==> src/rtl/muldiv_pkg.sv <==
// Shared definitions for the multiply/divide unit.
//   op_e    : operation select encoding on the op port
//   state_e : sequencer state encoding
//   ITER_LAST : last iteration count value in RUN (32 iterations, 0..31)
//   neg32   : conditional two's-complement negate, used to take operand
//             magnitudes at start and to restore signs at the end
package muldiv_pkg;

  typedef enum logic [1:0] {
    OP_MULT  = 2'b00,
    OP_MULTU = 2'b01,
    OP_DIV   = 2'b10,
    OP_DIVU  = 2'b11
  } op_e;

  typedef enum logic [1:0] {
    S_IDLE = 2'b00,
    S_RUN  = 2'b01,
    S_FIX  = 2'b10,
    S_DONE = 2'b11
  } state_e;

  localparam logic [5:0] ITER_LAST = 6'd31;

  function automatic logic [31:0] neg32(input logic [31:0] v, input logic en);
    return en ? (~v + 32'd1) : v;
  endfunction

endpackage

==> src/rtl/muldiv_add32.sv <==
// add32: plain 32-bit adder with carry in/out. The iteration datapath of
// muldiv uses one instance for both the multiply accumulate and the
// restoring-divide trial subtraction (a + ~b + 1).
//   a, b : addends
//   cin  : carry in
//   sum  : 32-bit sum
//   cout : carry out
module add32 (
  input  logic [31:0] a,
  input  logic [31:0] b,
  input  logic        cin,
  output logic [31:0] sum,
  output logic        cout
);

  assign {cout, sum} = {1'b0, a} + {1'b0, b} + {32'd0, cin};

endmodule

==> src/rtl/muldiv.sv <==
// muldiv: iterative MIPS-style HI/LO multiply/divide unit.
// Radix-2 shift-add multiply and restoring divide, one bit per cycle, on
// operand magnitudes; signs are restored in a single fix-up cycle.
//
//   state  | meaning
//   IDLE   | waiting for start; MTHI/MTLO writes accepted here only
//   RUN    | 32 iterations, one product/quotient bit per cycle
//   FIX    | sign correction, divide-by-zero override, HI/LO written
//   DONE   | one-cycle done pulse, returns to IDLE
//
// Ports:
//   clk, rst_n     : clock, async active-low reset
//   start, op      : launch an operation (op: MULT/MULTU/DIV/DIVU)
//   a, b           : operands, sampled with start
//   we_hi, we_lo   : direct writes of wdata to HI / LO (IDLE only)
//   wdata          : direct-write data
//   busy           : operation in progress (RUN and FIX)
//   done           : one-cycle pulse when HI/LO hold a new result
//   hi, lo         : architectural HI/LO registers
module muldiv
  import muldiv_pkg::*;
#(
  parameter int N = 32
) (
  input  logic         clk,
  input  logic         rst_n,
  input  logic         start,
  input  logic [1:0]   op,
  input  logic [N-1:0] a,
  input  logic [N-1:0] b,
  input  logic         we_hi,
  input  logic         we_lo,
  input  logic [N-1:0] wdata,
  output logic         busy,
  output logic         done,
  output logic [N-1:0] hi,
  output logic [N-1:0] lo
);

  state_e      state;
  logic [1:0]  op_q;
  logic [31:0] w_hi;     // partial product high half / running remainder
  logic [31:0] w_lo;     // multiplier shifting out / dividend shifting into quotient
  logic [31:0] m;        // multiplicand or divisor magnitude
  logic [5:0]  cnt;
  logic        neg_a;
  logic        neg_b;
  logic        b_zero;

  logic        is_div;
  logic        start_sa;
  logic        start_sb;

  logic [31:0] add_a;
  logic [31:0] add_b;
  logic        add_cin;
  logic [31:0] add_sum;
  logic        add_cout;

  logic [31:0] step_hi;
  logic [31:0] step_lo;
  logic        trial_ok;

  logic [63:0] prod;
  logic [63:0] prod_neg;
  logic [31:0] fix_hi;
  logic [31:0] fix_lo;

  assign is_div   = (op_q == OP_DIV) || (op_q == OP_DIVU);
  assign start_sa = ((op == OP_MULT) || (op == OP_DIV)) && a[31];
  assign start_sb = ((op == OP_MULT) || (op == OP_DIV)) && b[31];

  // Divide feeds the remainder shifted left with the next dividend bit and
  // subtracts the divisor; multiply adds the multiplicand to the high half.
  always_comb begin
    add_a   = w_hi;
    add_b   = m;
    add_cin = 1'b0;
    if (is_div) begin
      add_a   = {w_hi[30:0], w_lo[31]};
      add_b   = ~m;
      add_cin = 1'b1;
    end
  end

  add32 u_add32 (
    .a    (add_a),
    .b    (add_b),
    .cin  (add_cin),
    .sum  (add_sum),
    .cout (add_cout)
  );

  always_comb begin
    step_hi  = w_hi;
    step_lo  = w_lo;
    trial_ok = 1'b0;
    if (is_div) begin
      // The shifted remainder is 33 bits; its top bit set means it already
      // exceeds any 32-bit divisor, so the subtraction always succeeds.
      trial_ok = w_hi[31] | add_cout;
      step_hi  = trial_ok ? add_sum : add_a;
      step_lo  = {w_lo[30:0], trial_ok};
    end else if (w_lo[0]) begin
      step_hi = {add_cout, add_sum[31:1]};
      step_lo = {add_sum[0], w_lo[31:1]};
    end else begin
      step_hi = {1'b0, w_hi[31:1]};
      step_lo = {w_hi[0], w_lo[31:1]};
    end
  end

  // A zero divisor naturally yields an all-ones quotient and |a| as the
  // remainder; restoring the dividend sign on that remainder gives back a.
  always_comb begin
    prod     = {w_hi, w_lo};
    prod_neg = ~prod + 64'd1;
    fix_hi   = w_hi;
    fix_lo   = w_lo;
    if (is_div) begin
      fix_hi = neg32(w_hi, neg_a);
      fix_lo = b_zero ? 32'hFFFF_FFFF : neg32(w_lo, neg_a ^ neg_b);
    end else if (neg_a ^ neg_b) begin
      fix_hi = prod_neg[63:32];
      fix_lo = prod_neg[31:0];
    end
  end

  always_ff @(posedge clk or negedge rst_n) begin
    if (!rst_n) begin
      state  <= S_IDLE;
      op_q   <= 2'b00;
      w_hi   <= 32'd0;
      w_lo   <= 32'd0;
      m      <= 32'd0;
      cnt    <= 6'd0;
      neg_a  <= 1'b0;
      neg_b  <= 1'b0;
      b_zero <= 1'b0;
      busy   <= 1'b0;
      done   <= 1'b0;
      hi     <= '0;
      lo     <= '0;
    end else begin
      case (state)
        S_IDLE: begin
          done <= 1'b0;
          if (we_hi) hi <= wdata;
          if (we_lo) lo <= wdata;
          if (start) begin
            op_q   <= op;
            neg_a  <= start_sa;
            neg_b  <= start_sb;
            b_zero <= (b == '0);
            w_lo   <= neg32(a, start_sa);
            m      <= neg32(b, start_sb);
            w_hi   <= 32'd0;
            cnt    <= 6'd0;
            busy   <= 1'b1;
            state  <= S_RUN;
          end
        end
        S_RUN: begin
          w_hi <= step_hi;
          w_lo <= step_lo;
          cnt  <= cnt + 6'd1;
          if (cnt == ITER_LAST) state <= S_FIX;
        end
        S_FIX: begin
          hi    <= fix_hi;
          lo    <= fix_lo;
          busy  <= 1'b0;
          done  <= 1'b1;
          cnt   <= 6'd0;
          state <= S_DONE;
        end
        S_DONE: begin
          done  <= 1'b0;
          state <= S_IDLE;
        end
        default: begin
          busy  <= 1'b0;
          done  <= 1'b0;
          state <= S_IDLE;
        end
      endcase
    end
  end

endmodule
==> config.mk <==
export PLATFORM = sky130hd
export DESIGN_NAME = muldiv
export DESIGN_NICKNAME = d
export VERILOG_FILES = /design/src/rtl/muldiv_pkg.sv /design/src/rtl/muldiv_add32.sv /design/src/rtl/muldiv.sv
export SDC_FILE = /design/constraint.sdc
export NUM_CORES = 1
export LEC_CHECK = 0
export BUFFER_PORTS_ARGS = -buffer_cell sky130_fd_sc_hd__clkbuf_2
export CAP_MARGIN = 20
export CORE_MARGIN = 5
export CORE_UTILIZATION = 55
export CTS_CLUSTER_DIAMETER = 100
export DETAILED_ROUTE_END_ITERATION = 10
export PLACE_DENSITY = 0.85
export RECOVER_POWER = 50
export REMOVE_ABC_BUFFERS = 1
export SYNTH_ARGS = -nofsm -noshare
export SYNTH_HDL_FRONTEND = slang
export SYNTH_HIERARCHICAL = 1
export SYNTH_SLANG_ARGS = --single-unit
==> constraint.sdc <==
create_clock -name clk -period 6.62 [get_ports clk]
set_input_delay 1.324 -clock clk [delete_from_list [all_inputs] [get_ports clk]]
set_output_delay 1.324 -clock clk [all_outputs]
set_load 0.02 [all_outputs]
==> results of run 1 <==
metal layers:
layer,part of all wire [%],up-vias
li1,-,6392
met1,41,6502
met2,44,779
met3,10,127
met4,4.5,0
met5,0,-
worst min-delay path, cell delays in order, from the launching register on:
cell	delay, ns
dfrtp_1	0.35
nand2_1	0.05
nand2_1	0.05
how the worst min path moves through the flow:
stage | to | slack (ns) | depth (start not counted)
floorplan | b_zero$_DFFE_PN0P_ | 0.44 | 2
global placement | b_zero$_DFFE_PN0P_ | 0.45 | 2
finish | b_zero$_DFFE_PN0P_ | 0.47 | 2
CTS | b_zero$_DFFE_PN0P_ | 0.48 | 2
global route | b_zero$_DFFE_PN0P_ | 0.49 | 2
detailed placement | b_zero$_DFFE_PN0P_ | 0.46 | 2
layout by cell type, fill, tap and decap left out, types with 4 or more instances in the layout:
| cell type | count |
|---|---|
| nand4_1 | 14 |
| o22ai_1 | 28 |
| a21oi_1 | 149 |
| and3_1 | 21 |
| xor2_1 | 80 |
| clkbuf_1 | 20 |
| nor3b_1 | 4 |
| nand2_1 | 151 |
| or4_1 | 11 |
| a22oi_1 | 10 |
| o41ai_1 | 6 |
| o31ai_1 | 13 |
| nor4_1 | 21 |
| buf_4 | 13 |
| o21ai_0 | 177 |
| a211oi_1 | 38 |
| xnor2_1 | 90 |
| nor2b_1 | 33 |
| or4_4 | 4 |
| nand2b_1 | 7 |
| ha_1 | 40 |
| mux2i_1 | 64 |
| and4_1 | 4 |
| mux2_2 | 36 |
| a22o_1 | 30 |
| or3_1 | 20 |
| nor2_1 | 110 |
| a31oi_1 | 18 |
| inv_1 | 23 |
| dfrtp_1 | 172 |
| clkbuf_2 | 153 |
| nor3_1 | 49 |
| o21ai_1 | 6 |
| nand3_1 | 41 |
| and2_1 | 5 |
| a21o_1 | 25 |
| clkbuf_16 | 17 |
logic make-up (layout without fill, tap and decap cells):
group,after synthesis,after routing
AO/OA/AOI/OAI,555,555
XOR/XNOR,170,170
adder cells (fa/ha/maj),42,42
buffers and inverters,179,245
flip-flops,174,174
multiplexers,100,100
AND/OR/NAND/NOR,513,513
state kept, by name, summed over array words and instances (netlist names), 2 cells and up:
name and flops:
cnt 6, hi 32, lo 32, m 32, state 2, w_hi 32, w_lo 32
per-stage QoR:
stage | setup TNS (ns) | instance area [µm²] | worst slack [ns] | utilization, %
3_3_place_gp | 0 | 14900 | 1.63 | 59.4
3_5_place_dp | 0 | 15000 | 1.56 | 59.4
2_1_floorplan | -104.86 | 13500 | -3.21 | -
5_1_grt | 0 | 15500 | 1.12 | 61.7
6_report | 0 | 15500 | 1.37 | 61.7
4_1_cts | 0 | 15600 | 1.47 | 61.8
layout make-up:
type	instances	area, µm²
Clock buffer	18	439
Tap cell	330	413
Fill cell	2176	9650
Timing Repair Buffer	189	990
Inverter	24	90.1
Clock inverter	14	156
Sequential cell	174	4360
Multi-Input combinational cell	1380	9080
==> out/results.md, run 1 <==
| Quantity | Value |
|:---|:---|
| Number of cells on the critical path | 15 |
| Synthesized instance count | 1,733 |
| Sequential share of the synthesized area | 30.9% |
| Routed via count | 13,800 |
| Top-level I/O count | 169 |
| Detailed router's first-iteration violation count | 1,722 |
| Quantity of I/O buffers inserted on ports | 168 |
| Clock latency on the worst-skew pair | 0.44 ns |
| Simple-Gate Fraction of Synth Area | 17.9% |
| Yosys synthesis warning count | 6 |
| Leftover overflow at the end of global routing | 0 |
| Summed instance area of the synthesized netlist | 14,100 µm² |
| Count of max-cap constraint violations | 5 |
| First drt pass iteration count | 6 |
| Core area | 25,200 µm² |
| Finished Layout Cells | 2,129 |
| GR Util met2 | 44.0% |
| RSZ-0062 raised after global routing | no |
| Async SR Flop Fraction | 100% |
| Actual slew at the worst max-slew pin | 2.63 ns |
| Final hold violation count | 0 |
| Total count of max-transition violations in the final report | 236 |
| Number of antenna violations at the first check in global routing | 0 |
| Leading cell types by total area after synthesis | dfrtp_1 31%, o21ai_0 6.3%, xnor2_1 5.6%, a21oi_1 5.4%, xor2_1 5.0% |
| Number of global-route vias before repair | 12,800 |
| Worst hold path startpoint | b_zero$_DFFE_PN0P_ |
| Worst slew margin relative to its limit | -75.1% |
| Worst clock skew | 0.0138 ns |
| Post-CTS Repair Setup Buffers | 0 |
| Outcome | finished, violations left |
| Die outline height | 170 µm |
| Count of flip-flops with a built-in enable after synthesis | 0 |
| RD Place Congestion | 1.00 |
| Busiest metal layer after global routing | met2 |
| Destination of the critical timing path | w_hi[24]$_DFFE_PN0P_ |
| Global router's overall resource usage | 28.7% |
| Starting density of the core | 56.0% |
| Total DRC errors in the routed layout | 0 |
| Global-route wire length before repair | 68,000 µm |
| List of most frequent post-synthesis cells | 177 x o21ai_0, 174 x dfrtp_1, 152 x a21oi_1 |
| DPL Wire Length | 31,700 µm |
| Portion of netlist area occupied by mux cells | 7.42% |
| Met3 track demand over resource | 4.53% |
| Most common cell on crit path | a21oi_1 |
| Xor/xnor cell area share of the yosys netlist | 10.6% |
| Cell family contributing the most delay on the critical path | compound AO/OA/AOI/OAI gates |
| H-tree levels | 4 |
| Detail Route Antenna Nets | 0 |
| Final worst hold slack | 0.473 ns |
| Root Buffer | clkbuf_16 |
| Leading register cell type out of synthesis | dfrtp_1 |
| Distinct cell type count of the synthesized netlist | 82 |
| Crit Path Class | reg2reg |
| Main combinational cell family by area after synthesis | compound AO/OA/AOI/OAI gates |
| # hold bufs at CTS | 0 |
| P&R area growth vs syn | 10.1% |
| Average wire per standard cell | 20.0 µm |
| Die footprint | 28,900 µm² |
| Maximum clock insertion buffer count | 2 |
| Cell type contributing the most total cell area after synthesis | dfrtp_1 |
| Flop and latch count out of synthesis | 174 |
| Violations in the final reports | max-capacitance violations, max-slew violations |
| Launching instance or port of the critical path | op_q[1]$_DFFE_PN0P_ |
| Crit-path max FO | 70 |
| Detail-routed via count per cell | 6.48 |
| Clock transition at path regs | 0.07 ns |
| Rows | 58 |
| Share of cells above drive strength 1 | 14.8% |
| Cell Chain, Critical Path | buf_4 -> mux2_2 -> ha_1 -> a21oi_2 -> o21ai_0 -> a21oi_1 -> o21ai_0 -> a21oi_1 -> a21oi_1 -> a221o_1 -> nor2_4 -> buf_12 -> mux2i_1 -> a21oi_1 -> a22o_1 |
| Beginning of the worst register-to-register path | op_q[1]$_DFFE_PN0P_ |
| Internal reg-to-reg setup slack | 1.37 ns |
| Reg-to-reg endpoint | w_hi[24]$_DFFE_PN0P_ |
| Arrival time reported for the critical path endpoint | 5.57 ns |
| Placed cells | 2,096 |
| Final critical-path share of the clock period | 79.3% |
| CTS tree | done |
| Worst setup EP type | register |
| Synth Area in Compound Gates | 24.5% |
| Clock net sink count | 174 |
| Maximum operating frequency | 191 MHz |
| Maximum number of pins on one net before global-route repair | 85 |
| Met1 track demand over resource in global routing | 40.4% |
| Required time at the endpoint of the critical path | 6.94 ns |
| Launching element type of the critical path | register |
| Critical path's largest stage delay | 0.78 ns |
| Cell with the largest stage delay on the worst path | dfrtp_4 |
| Mean area per synthesized cell | 8.14 µm² |
| Worst r2r path cells | 15 |
| Gates resized, CTS repair | 0 |
| Setup-failing EPs final | 0 |
| Routed WL | 42,500 µm |
| Width of the die | 170 µm |
| Most frequent cell after synthesis | o21ai_0 |
| Min-delay worst type | reg2reg |
| Min Clock Period, post-route | 5.25 ns |
| Total CTS buffers | 17 |
| Final antenna diode count | 0 |
| Area share of fa/ha/maj cells after synthesis | 3.83% |
| Top cell type's share of synthesized area | 30.9% |
| Buffer and inverter count on the worst path | 2 |
| Nets | 1,931 |
Power of run 1 is left out: the tool's default activity adds up to more than one toggle a clock period on the data nets, which glitch-free logic cannot reach.
==> run 2, diff against run 1 <==
==> constraint.sdc (replaced) <==
create_clock -name clk -period 5 [get_ports clk]
set_input_delay 1 -clock clk [delete_from_list [all_inputs] [get_ports clk]]
set_output_delay 1 -clock clk [all_outputs]
set_load 0.02 [all_outputs]
==> run 2 against run 1 <==
Register-to-register slack lost 1.2 ns. Clock skew up 0.0020 ns. The flow still finishes with violations (max-capacitance violations, max-slew violations). Sequential cell count unchanged.
==> out/results.md, run 2 (synthesis gave the netlist of run 1 again) <==
| Quantity | Value |
|:---|:---|
| Outcome | finished, violations left |
| Violations in the final reports | max-capacitance violations, max-slew violations |
| Destination of the critical timing path | w_hi[20]$_DFFE_PN0P_ |
| RD Place Congestion | 1.00 |
| Leftover overflow at the end of global routing | 0 |
| Final Instance Area | 15,600 µm² |
| Most common cell on crit path | a21oi_1 |
| Cell family contributing the most delay on the critical path | compound AO/OA/AOI/OAI gates |
| Global-route wire length before repair | 69,200 µm |
| Width of the die | 170 µm |
| Total count of max-transition violations in the final report | 209 |
| Maximum operating frequency | 207 MHz |
| Min Clock Period, post-route | 4.83 ns |
| Cell Chain, Critical Path | inv_1 -> o21ai_0 -> fa_1 -> fa_1 -> a21o_1 -> a221oi_2 -> o21ai_2 -> a21o_1 -> a21oi_1 -> a21oi_1 -> a221o_1 -> nor2_4 -> buf_12 -> mux2i_1 -> a21oi_1 -> a22o_1 |
| Die footprint | 28,900 µm² |
| P&R area growth vs syn | 10.6% |
| DPL Wire Length | 32,200 µm |
| Worst setup EP type | register |
| Share of cells above drive strength 1 | 14.7% |
| Reg-to-reg endpoint | w_hi[20]$_DFFE_PN0P_ |
| Gates resized, CTS repair | 0 |
| Clock transition at path regs | 0.08 ns |
| Wire length the detailed router placed on met1 | 18,100 µm |
| CTS tree | done |
| Count of max-cap constraint violations | 3 |
| Arrival time reported for the critical path endpoint | 5.16 ns |
| Worst slew margin relative to its limit | -72.6% |
| Standard cell area after detailed placement | 15,000 µm² |
| Total DRC errors in the routed layout | 0 |
| Quantity of I/O buffers inserted on ports | 168 |
| Clock latency on the worst-skew pair | 0.44 ns |
| Routed via count | 13,800 |
| Number of global-route vias before repair | 13,000 |
| Setup-failing EPs final | 0 |
| Actual slew at the worst max-slew pin | 2.59 ns |
| # hold bufs at CTS | 0 |
| Starting density of the core | 56.0% |
| Total area of multi-input combinational cells | 9080 µm² |
| Top-level I/O count | 169 |
| First drt pass iteration count | 5 |
| Detail-routed via count per cell | 6.46 |
| Rows | 58 |
| Leading cell type in the layout, fill and taps excluded | o21ai_0 |
| Register area | 4360 µm² |
| Clock net sink count | 174 |
| Routed WL | 43,200 µm |
| Total CTS buffers | 17 |
| Global router's overall resource usage | 29.3% |
| Min-delay worst type | in2async |
| Final total negative setup slack | 0 ns |
| Nets | 1,936 |
| Final hold violation count | 0 |
| Max Used Layer | met4 |
| Final critical-path share of the clock period | 96.6% |
| Launching instance or port of the critical path | w_hi[0]$_DFFE_PN0P_ |
| Highest-count cells in the layout ignoring fill and taps | 177 x o21ai_0, 172 x dfrtp_1, 150 x nand2_1 |
| RSZ-0062 raised after global routing | no |
| Core area | 25,200 µm² |
| Critical path's largest stage delay | 0.51 ns |
| Crit Path Class | reg2reg |
| Maximum clock insertion buffer count | 2 |
| Detailed router's first-iteration violation count | 1,770 |
| Die outline height | 170 µm |
| Detail Route met3 WL | 3950 µm |
| Root Buffer | clkbuf_16 |
| Beginning of the worst register-to-register path | w_hi[0]$_DFFE_PN0P_ |
| Crit-path max FO | 17 |
| Detail Route Antenna Nets | 0 |
| Internal reg-to-reg setup slack | 0.17 ns |
| Maximum number of pins on one net before global-route repair | 110 |
| Number of cells on the critical path | 16 |
| Buffer and inverter count on the worst path | 2 |
| Cell with the largest stage delay on the worst path | fa_1 |
| Final antenna diode count | 0 |
| Number of antenna violations at the first check in global routing | 0 |
| H-tree levels | 4 |
| Required time at the endpoint of the critical path | 5.33 ns |
| Worst clock skew | 0.0158 ns |
| Worst r2r path cells | 16 |
| Final-layout fill cell count | 2,243 |
| Post-CTS Repair Setup Buffers | 0 |
| Average wire per standard cell | 20.3 µm |
| Met2 routed WL | 19,700 µm |
| Launching element type of the critical path | register |
-- run 2: changes by cell type in the layout (fill, tap and decap cells not counted), moves of 2 or more --
cell / previous run / this run
clkinv_8: 2 / 0
bufinv_16: 1 / 3
buf_4: 13 / 19
inv_8: 2 / 4
clkbuf_2: 153 / 144
clkbuf_1: 20 / 28
-- run 2: routing by layer --
layer,global-route usage [%],up-vias
met2,47.0,758
met3,4.46,108
met5,0,-
met4,9.97,0
li1,-,6400
met1,40.7,6517
-- run 2: layout make-up --
cell class | count | share of cell area, %
clock inverters | 15 | 1.28
flip-flops and latches | 174 | 27.9
well taps | 330 | 2.65
inverters | 24 | 0.577
clock buffers | 17 | 2.73
repair buffers | 194 | 6.59
multi-input cells | 1380 | 58.2
-- run 2: how the worst min path moves through the flow --
stage	from	endpoint	slack (ns)	cells past startpoint
finish	rst_n	cnt[0]$_DFFE_PN0P_	0.48	1
global route	rst_n	cnt[0]$_DFFE_PN0P_	0.51	1
CTS	b_zero$_DFFE_PN0P_	b_zero$_DFFE_PN0P_	0.48	2
detailed placement	b_zero$_DFFE_PN0P_	b_zero$_DFFE_PN0P_	0.46	2
global placement	b_zero$_DFFE_PN0P_	b_zero$_DFFE_PN0P_	0.45	2
floorplan	b_zero$_DFFE_PN0P_	b_zero$_DFFE_PN0P_	0.44	2
-- run 2: metrics by stage --
step	cells	hold slack [ns]	utilization [%]	setup slack (ns)
after floorplan	1578	0.439	-	-4.83
after global placement	2100	0.455	59.6	0.521
after detailed placement	2100	0.464	59.6	0.324
after CTS	2132	0.480	62.1	0.265
after global routing	2134	0.506	61.9	0.00591
final	2134	0.478	61.9	0.172
Power of run 2 is left out for the same reason.
